[src/rtl/bayer_mosaic_writer_pkg.sv]
// Shared CFA codes for the Bayer writer and address generator.
// Pattern, site symbol and FSM state encodings.
package bayer_mosaic_writer_pkg;

  typedef enum logic [1:0] {
    PAT_RGGB = 2'b00,
    PAT_GRBG = 2'b01,
    PAT_GBRG = 2'b10,
    PAT_BGGR = 2'b11
  } pat_e;

  typedef enum logic [1:0] {
    SYM_R  = 2'b00,
    SYM_GR = 2'b01,
    SYM_GB = 2'b10,
    SYM_B  = 2'b11
  } sym_e;

  typedef enum logic [1:0] {
    S_IDLE  = 2'b00,
    S_RUN   = 2'b01,
    S_DRAIN = 2'b10,
    S_DONE  = 2'b11
  } state_e;

endpackage

[src/rtl/bayer_mosaic_writer_site_decode.sv]
// Combinational CFA site decode, shared with the read side.
// Symbol is the row/col parity offset by the pattern code.
module bayer_site_decode
  import bayer_mosaic_writer_pkg::*;
(
  input  logic       row0,
  input  logic       col0,
  input  logic [1:0] patternSelect,
  output logic [1:0] symbol
);

  assign symbol = {row0, col0} ^ patternSelect;

endmodule

[src/rtl/bayer_mosaic_writer.sv]
// RGB raster in, one CFA channel per site out to frame memory.
// FSM, row/col/address counters and a one-entry write register.
module bayer_mosaic_writer
  import bayer_mosaic_writer_pkg::*;
#(
  parameter int DIM_W  = 11,
  parameter int ADDR_W = 2 * DIM_W,
  parameter int DATA_W = 8
) (
  input  logic              clk,
  input  logic              rst,
  input  logic              start,
  input  logic [DIM_W-1:0]  rowMax,
  input  logic [DIM_W-1:0]  colMax,
  input  logic [1:0]        patternSelect,
  input  logic              pixValid,
  output logic              pixReady,
  input  logic [DATA_W-1:0] pixR,
  input  logic [DATA_W-1:0] pixG,
  input  logic [DATA_W-1:0] pixB,
  output logic              wrValid,
  input  logic              wrReady,
  output logic [ADDR_W-1:0] wrAddr,
  output logic [DATA_W-1:0] wrData,
  output logic [1:0]        bayerSymbol,
  output logic              ready,
  output logic              done
);

  state_e state;
  state_e state_nx;

  logic [DIM_W-1:0]  row_max_q;
  logic [DIM_W-1:0]  col_max_q;
  logic [1:0]        pat_q;
  logic [DIM_W-1:0]  row;
  logic [DIM_W-1:0]  col;
  logic [ADDR_W-1:0] addr;

  logic              accept;
  logic              wr_fire;
  logic              last;
  logic              col_wrap;
  logic [1:0]        sym;
  logic [DATA_W-1:0] data_sel;

  bayer_site_decode u_site (
    .row0          (row[0]),
    .col0          (col[0]),
    .patternSelect (pat_q),
    .symbol        (sym)
  );

  assign ready    = (state == S_IDLE);
  assign done     = (state == S_DONE);
  assign pixReady = (state == S_RUN) &&
                    (!wrValid || wrReady);
  assign accept   = pixValid && pixReady;
  assign wr_fire  = wrValid && wrReady;
  assign col_wrap = (col == col_max_q);
  assign last     = (row == row_max_q) && col_wrap;

  always_comb begin
    data_sel = pixG;
    unique case (1'b1)
      (sym == SYM_R): data_sel = pixR;
      (sym == SYM_B): data_sel = pixB;
      default:        data_sel = pixG;
    endcase
  end

  always_comb begin
    state_nx = state;
    unique case (state)
      S_IDLE:  if (start) state_nx = S_RUN;
      S_RUN:   if (accept && last) state_nx = S_DRAIN;
      S_DRAIN: if (wr_fire) state_nx = S_DONE;
      S_DONE:  state_nx = S_IDLE;
      default: state_nx = S_IDLE;
    endcase
  end

  always_ff @(posedge clk) begin
    if (rst) begin
      state       <= S_IDLE;
      row_max_q   <= '0;
      col_max_q   <= '0;
      pat_q       <= '0;
      row         <= '0;
      col         <= '0;
      addr        <= '0;
      wrValid     <= 1'b0;
      wrAddr      <= '0;
      wrData      <= '0;
      bayerSymbol <= '0;
    end else begin
      state <= state_nx;
      if (state == S_IDLE && start) begin
        row_max_q <= rowMax;
        col_max_q <= colMax;
        pat_q     <= patternSelect;
        row       <= '0;
        col       <= '0;
        addr      <= '0;
      end
      // Pixel accept loads the write register and advances the raster.
      if (accept) begin
        wrAddr      <= addr;
        wrData      <= data_sel;
        bayerSymbol <= sym;
        addr        <= addr + 1'b1;
        if (col_wrap) begin
          col <= '0;
          row <= row + 1'b1;
        end else begin
          col <= col + 1'b1;
        end
      end
      if (accept)
        wrValid <= 1'b1;
      else if (wrReady)
        wrValid <= 1'b0;
    end
  end

endmodule

[config.mk]
export PLATFORM = sky130hd
export DESIGN_NAME = bayer_mosaic_writer
export DESIGN_NICKNAME = d
export VERILOG_FILES = /design/src/rtl/bayer_mosaic_writer_pkg.sv /design/src/rtl/bayer_mosaic_writer_site_decode.sv /design/src/rtl/bayer_mosaic_writer.sv
export SDC_FILE = /design/constraint.sdc
export NUM_CORES = 1
export LEC_CHECK = 0
export CAP_MARGIN = 30
export CORE_MARGIN = 8
export CORE_UTILIZATION = 40
export CTS_CLUSTER_DIAMETER = 40
export CTS_CLUSTER_SIZE = 10
export DETAILED_ROUTE_END_ITERATION = 7
export PLACE_DENSITY = 0.66
export SYNTH_ARGS = -nofsm -noshare
export SYNTH_HDL_FRONTEND = slang
export SYNTH_SLANG_ARGS = --single-unit
[constraint.sdc]
create_clock -name clk -period 2.5 [get_ports clk]
set_input_delay 0.5 -clock clk [delete_from_list [all_inputs] [get_ports clk]]
set_output_delay 0.5 -clock clk [all_outputs]
set_load 0.02 [all_outputs]
==> results_tabular.tex, run 1 <==
\begin{tabular}{lr}
\hline
Metric & Value \\
\hline
\multicolumn{2}{l}{\textbf{Layout}} \\
Number of nets in the final layout & roughly 770 \\
Number of fill cells & 1148 \\
Leading cell types in the layout, fill and taps excluded & nand2\_1 (145), dfxtp\_1 (103), clkdlybuf4s50\_1 (87), a21oi\_1 (85), nor2\_1 (32) \\
Leading cell type in the layout, fill and taps excluded & nand2\_1 \\
Ant diodes & 0 \\
Fraction of final layout cells sized beyond drive strength 1 & 0.0621 \\
Layout-stage area growth over the synthesis result & 27.5\% \\
Final Instance Area & around 6300 um2 \\
Number of non-filler instances in the completed layout & 855 \\
\multicolumn{2}{l}{\textbf{Power}} \\
Combinational cell fraction of total power & 0.296 \\
Reported net switching power & about 1.6 mW \\
Sequential fraction of design power & 0.393 \\
Internal portion of total power & 3.11 mW \\
Worst supply voltage drop on vdd & about 0.55 mV \\
Power density normalized to cell area & between 700 and 800 nW/um2 \\
Clock group share of total power & 0.311 \\
Static Leak & about 2.1 nW \\
Net switching share of the total power & 0.340 \\
\multicolumn{2}{l}{\textbf{CTS}} \\
Resized Gates After CTS & 0 \\
Number of hold buffers added after cts & 0 \\
Clock slew at the register clock pins of the worst setup and hold paths & 70 ps \\
TritonCTS Buffers & 9 \\
TritonCTS clock tree & yes \\
\# H-tree levels & 3 \\
Maximum number of buffers from clock root to sink & 2 \\
Sink Count & between 100 and 150 \\
Cell at the root of the clock tree & clkbuf\_16 \\
Number of buffers inserted by post-CTS setup repair & 0 \\
Clock latency on the worst-skew pair & approximately 340 ps \\
\multicolumn{2}{l}{\textbf{Synth}} \\
Warning count from the yosys run & 0 \\
Mean Syn Cell Area & slightly below 8 um2 \\
Count of distinct cell types in the synthesized netlist & between 40 and 50 \\
Flop and latch count out of synthesis & approximately 100 \\
Synthesized netlist net count & between 600 and 700 \\
Leading register cell type out of synthesis & dfxtp\_1 \\
Sequential area share after synthesis & 0.420 \\
Number of instances in the synthesized netlist & around 630 \\
Share of synthesized registers carrying an async set or reset & 0 \\
Cell area after synthesis & approximately 5000 um2 \\
Post-synth EDFFs & 0 \\
\multicolumn{2}{l}{\textbf{Setup path}} \\
RR Startpoint & addr[0] \\
Critical register-to-register path endpoint & addr[20] \\
Highest-delay cell along the critical path & clkdlybuf4s50\_1 \\
Logic depth of the worst register-to-register path & 6 \\
Data arrival, critical path & 1890 ps \\
Crit path capture type & output pin \\
CP startpoint kind & input pin \\
Start point of the critical path & wrReady \\
Data required time of the worst path & approximately 2000 ps \\
Register-to-Register Setup Slack & between 400 and 500 ps \\
Worst stage delay on the critical path & 600 ps \\
Maximum fanout along the worst path & 3 \\
Type of the worst setup path & in -> out \\
Sequence of cells on the critical path & clkdlybuf4s50\_1, nand2b\_1, and2\_1, clkdlybuf4s50\_1 \\
Most numerous cell on the critical path & clkdlybuf4s50\_1 \\
\multicolumn{2}{l}{\textbf{Drt}} \\
Routed wire length on met3 & about 770 um \\
DRT Wirelength & around 13000 um \\
Vias & 4586 \\
First-pass DRT Iterations & 4 \\
Highest layer used for signal routing & met4 \\
Routed wirelength normalized by instance count & roughly 15 um \\
Mean number of vias per cell & 5.36 \\
Number of DRC violations after detailed routing & 0 \\
Count of routing violations after the opening detailed-route iteration & 321 \\
Wire length on met2 & approximately 5700 um \\
DRT met1 WL & 5970 um \\
Final ANT Viol Nets & 0 \\
\multicolumn{2}{l}{\textbf{Timing}} \\
Clock period minus worst slack & $\sim$2400 ps \\
Timing-limited maximum frequency & approximately 0.42 GHz \\
Pins over their slew limit & 0 \\
Share of the cycle needed by the critical path after routing & 0.955 \\
Worst slew margin relative to its limit & 0.602 \\
Worst-Margin Slew & 595 ps \\
Sum Neg Setup Slack & 0 ps \\
Setup violations, final & 0 \\
Setup clock skew after layout & around 9.2 ps \\
Unrepaired setup endpoints after global routing & no \\
Final hold violations & 0 \\
Minimum hold slack & 455 ps \\
\multicolumn{2}{l}{\textbf{Global routing}} \\
Number of antenna violations at the first check in global routing & 0 \\
Total congestion overflow & 0 \\
First-pass GRT wire length & about 21000 um \\
Pin count of the biggest net entering global routing & 52 \\
GRT Resource Usage Total & 0.153 \\
Via count of the first global-routing pass & around 4300 \\
\multicolumn{2}{l}{\textbf{Placed design}} \\
Area post-placement & 5950 um2 \\
Port-buffer cells & approximately 90 \\
\# placed instances & between 800 and 900 \\
Detailed placement HPWL & 8850 um \\
Weighted congestion at the end of routability-driven global placement & between 0.8 and 0.9 \\
\multicolumn{2}{l}{\textbf{Die}} \\
Area of the core & 12000 um2 \\
Number of top-level design ports & about 90 \\
Die height & $\sim$130 um \\
Chip width & 127 um \\
Die area & between 15000 and 20000 um2 \\
Starting density of the core & 0.409 \\
Row count & 40 \\
\multicolumn{2}{l}{\textbf{Outcome}} \\
Status & complete, no violations \\
\multicolumn{2}{l}{\textbf{Worst hold path}} \\
Worst Hold Launch & wrData[3] \\
Worst Hold Path EP & wrData[3] \\
Worst hold path cell count & 2 \\
Type of the tightest min-delay check & reg -> reg \\
\multicolumn{2}{l}{\textbf{Flow run}} \\
\# Max-Cap Violations & 0 \\
\hline
\end{tabular}
==> synth_stat cells, types with 9 or more instances <==
master	instances	area (um2)
nand2_1	145	544
dfxtp_1	103	2060
a21oi_1	85	425
clkbuf_1	38	143
nor2_1	32	120
nand3_1	30	150
xnor2_1	24	210
o21ai_0	23	115
and2_1	12	75.1
nand4_1	12	75.1
a22oi_1	10	75.1
ha_1	9	113
inv_1	9	33.8
o211ai_1	9	67.6
==> power by group through the flow <==
stage,clock (mW),sequential [mW],combinational (mW)
final,1.47,1.85,1.40
after global routing,1.58,1.86,1.56
after CTS,1.50,1.85,1.41
after detailed placement,0,1.89,1.40
after global placement,0,1.89,1.38
after floorplan,0,1.90,0.885
==> worst max path at each step <==
| stage | endpoint | slack (ps) | cells past startpoint |
|---|---|---|---|
| 2_1_floorplan | col[5] | 410 | 8 |
| 3_3_place_gp | addr[4] | -5 | 8 |
| 3_5_place_dp | addr[10] | -120 | 7 |
| 4_1_cts | pixReady | 90 | 4 |
| 5_1_grt | pixReady | 90 | 4 |
| 6_report | pixReady | 110 | 4 |
==> flip-flops by register name, indices dropped and copies added, names as in the netlist <==
register     flops
addr            22
bayerSymbol      2
col             11
col_max_q       11
pat_q            2
row             11
row_max_q       11
state            2
wrAddr          22
wrData           8
wrValid          1
==> through the flow <==
step / power (mW) / utilization / worst slack, ps
after floorplan: 2.79 / - / 409
after global placement: 3.27 / 0.495 / -5.07
after detailed placement: 3.30 / 0.495 / -122
after CTS: 4.76 / 0.521 / 93.7
after global routing: 5.00 / 0.521 / 91.4
final: 4.71 / 0.521 / 113
==> logic make-up (layout without fill, tap and decap cells) <==
kind of cell	after synthesis	count (layout)	share of synthesized area
compound gates	156	156	0.185
xor+xnor	25	25	0.0446
fa+ha+maj	9	9	0.0229
buf+inv	53	128	0.0441
flops	103	103	0.420
mux	8	8	0.0171
simple gates	279	279	0.267
==> worst max-delay path, delay by kind of cell <==
family                 cells  cell delay, ps
AND/OR/NAND/NOR            2             310
buffers and inverters      2            1080
==> per-layer routing <==
metal / vias up / global-route usage
met5: - / 0
met1: 2104 / 0.194
met3: 11 / 0.0427
met2: 130 / 0.253
met4: 0 / 0.0336
li1: 2341 / -
==> layout make-up <==
cell class	instances	area, um2	share of cell area
timing repair buffer	103	1030	0.164
clock buffer	9	225	0.0360
inverter	9	33.8	0.00540
tap	147	184	0.0294
multi-input combinational	477	2640	0.421
clock inverter	7	88.8	0.0142
sequential	103	2060	0.329
Power figures use the tool's default switching activity.
==> inputs of run 2 (changes only) <==
Settings changed: MAX_ROUTING_LAYER set to met4.
Clock period 2.5 ns to 2.23 ns, I/O delays scaled along.
==> run 2 against run 1 <==
Via count up 1.5%. Clock power about the same. Design area up 0.36%. Critical path depth down 1. Clock-buffer cell count up 2. Clock skew down 3.2 ps. Worst setup slack worse by 6.5 ps. Cell count up 1.1%. Wire length up 1.6%. Largest cell class unchanged. Largest power group unchanged.
==> results_tabular.tex, run 2 (same netlist as run 1, synthesis figures left out) <==
\begin{tabular}{lr}
\hline
Metric & Value \\
\hline
\multicolumn{2}{l}{\textbf{Outcome}} \\
Status & complete, no violations \\
\multicolumn{2}{l}{\textbf{Timing}} \\
Minimum hold slack & 454 ps (-0.429 ps) \\
Clock period minus worst slack & around 2100 ps \\
Pins over their slew limit & 0 (unchanged) \\
Setup violations, final & 0 (unchanged) \\
Share of the cycle needed by the critical path after routing & 0.952 \\
Timing-limited maximum frequency & 0.471 GHz \\
Setup clock skew after layout & 6.01 ps (-3.19 ps) \\
Worst slew margin relative to its limit & 0.660 (+0.0576) \\
Setup WS post-layout & 106 ps (-6.52 ps) \\
Unrepaired setup endpoints after global routing & no \\
Worst-Margin Slew & 508 ps (-86.8 ps) \\
Final hold violations & 0 (unchanged) \\
\multicolumn{2}{l}{\textbf{Layout}} \\
Leading cell type in the layout, fill and taps excluded & nand2\_1 \\
Leading cell types in the layout, fill and taps excluded & nand2\_1 (145), dfxtp\_1 (103), clkdlybuf4s50\_1 (86), a21oi\_1 (85), nor2\_1 (32) \\
Layout-stage area growth over the synthesis result & 27.9\% \\
Ant diodes & 0 (unchanged) \\
Top Registers & addr (22), wrAddr (22) \\
Number of fill cells & 1163 (+1.3\%) \\
Fraction of final layout cells sized beyond drive strength 1 & 0.0725 (+0.0104) \\
Number of nets in the final layout & 774 (+1.2\%) \\
Number of non-filler instances in the completed layout & 864 (+1.1\%) \\
Final Instance Area & 6280 um2 (+0.36\%) \\
Fraction of the core area covered by cells at the end of the flow & 0.523 (+0.00187) \\
\multicolumn{2}{l}{\textbf{Die}} \\
Row count & 40 (unchanged) \\
Die area & 16100 um2 (unchanged) \\
Number of top-level design ports & 89 (unchanged) \\
Starting density of the core & 0.409 (unchanged) \\
Area of the core & 12000 um2 (unchanged) \\
Die height & 127 um (unchanged) \\
Chip width & 127 um (unchanged) \\
\multicolumn{2}{l}{\textbf{Setup path}} \\
Type of the worst setup path & reg -> out \\
Data required time of the worst path & 1780 ps (-220 ps) \\
CP startpoint kind & flop \\
Maximum fanout along the worst path & 5 (+2) \\
Data arrival, critical path & 1680 ps (-210 ps) \\
Crit path capture type & output pin \\
\multicolumn{2}{l}{\textbf{Placed design}} \\
Area post-placement & 6010 um2 (+1.1\%) \\
Setup slack after placement & -313 ps (-191 ps) \\
Port-buffer cells & 88 (unchanged) \\
Detailed placement HPWL & 9110 um (+3.0\%) \\
\# placed instances & 848 (+1.1\%) \\
Weighted congestion at the end of routability-driven global placement & 0.824 (-0.75\%) \\
\multicolumn{2}{l}{\textbf{Power}} \\
Static Leak & 2.15 nW (+0.86\%) \\
Worst supply voltage drop on vdd & 0.377 mV (-31\%) \\
Power density normalized to cell area & 812 nW/um2 (+7.8\%) \\
\multicolumn{2}{l}{\textbf{Drt}} \\
DRT Wirelength & 12800 um (+1.6\%) \\
Final ANT Viol Nets & 0 (unchanged) \\
Count of routing violations after the opening detailed-route iteration & 281 (-12\%) \\
First-pass DRT Iterations & 4 (unchanged) \\
Mean number of vias per cell & 5.39 (+0.47\%) \\
Number of DRC violations after detailed routing & 0 (unchanged) \\
Vias & 4656 (+1.5\%) \\
Routed wirelength normalized by instance count & 14.8 um (+0.58\%) \\
\multicolumn{2}{l}{\textbf{CTS}} \\
Cell at the root of the clock tree & clkbuf\_16 \\
TritonCTS clock tree & yes \\
Sink Count & 103 (unchanged) \\
Maximum number of buffers from clock root to sink & 2 (unchanged) \\
Number of buffers inserted by post-CTS setup repair & 0 (unchanged) \\
\# H-tree levels & 3 (unchanged) \\
Clock latency on the worst-skew pair & 350 ps (about the same) \\
Clock slew at the register clock pins of the worst setup and hold paths & 70 ps (about the same) \\
TritonCTS Buffers & 9 (unchanged) \\
\multicolumn{2}{l}{\textbf{Global routing}} \\
Number of antenna violations at the first check in global routing & 0 (unchanged) \\
GRT Resource Usage Total & 0.163 (+0.0102) \\
First-pass GRT wire length & 21500 um (+2.9\%) \\
Pin count of the biggest net entering global routing & 43 (-17\%) \\
Via count of the first global-routing pass & 4507 (+4.0\%) \\
Total congestion overflow & 0 (unchanged) \\
\multicolumn{2}{l}{\textbf{Worst hold path}} \\
Type of the tightest min-delay check & reg -> reg \\
\multicolumn{2}{l}{\textbf{Flow run}} \\
\# Max-Cap Violations & 0 (unchanged) \\
\hline
\end{tabular}
[run 2: changes by cell type in the layout (fill, tap and decap cells not counted), sizes merged, moves of 2 or more]
cell,previous run,this run
inv,12,9
clkbuf,9,11
clkinvlp,1,4
buf,16,25
[run 2: final cells by class]
type,instances,area (um2),share of cell area
well taps,147,184,0.0293
inverters,9,33.8,0.00538
multi-input cells,477,2640,0.420
flip-flops and latches,103,2060,0.328
repair buffers,112,1090,0.174
clock buffers,11,233,0.0370
clock inverters,5,35.0,0.00558
[run 2: final timing paths]
path,cells after the start,slack (ps),from,to
worst max-delay path,3,110,state[0],ready
worst min-delay path,2,450,wrData[3],wrData[3]
worst max register to register,6,140,state[1],addr[21]
worst min register to register,2,450,wrData[3],wrData[3]
[run 2: power by group]
group          leakage [nW]  total (mW)  switching (mW)  internal [mW]
Clock                 0.118        1.46           0.703          0.756
Sequential            0.834        2.08           0.107           1.97
Combinational          1.20        1.56           0.945          0.617
Total                  2.15        5.10            1.75           3.35
[run 2: critical path, stage by stage, from the launching register on]
cell and delay [ps]:
dfxtp_1 350, inv_1 100, ha_1 250, clkdlybuf4s50_1 640
[run 2: per-stage QoR]
stage	setup TNS [ps]	power (mW)
global placement	-1640	3.67
floorplan	0	3.12
global route	0	5.42
detailed placement	-2920	3.69
CTS	0	5.13
finish	0	5.10
[run 2: routing by layer]
metal | vias to the layer above | GRT usage | share of wire
met1 | 2170 | 0.203 | 0.48
met3 | 12 | 0.0323 | 0.053
met5 | - | - | 0
li1 | 2353 | - | -
met4 | 0 | 0.0637 | 0.016
met2 | 121 | 0.256 | 0.46
[run 2: what timing repair did]
item / CTS / global route
setup endpoints to repair: 1 / 0
resized for setup: 2 / 0
hold buffers: 0 / 0
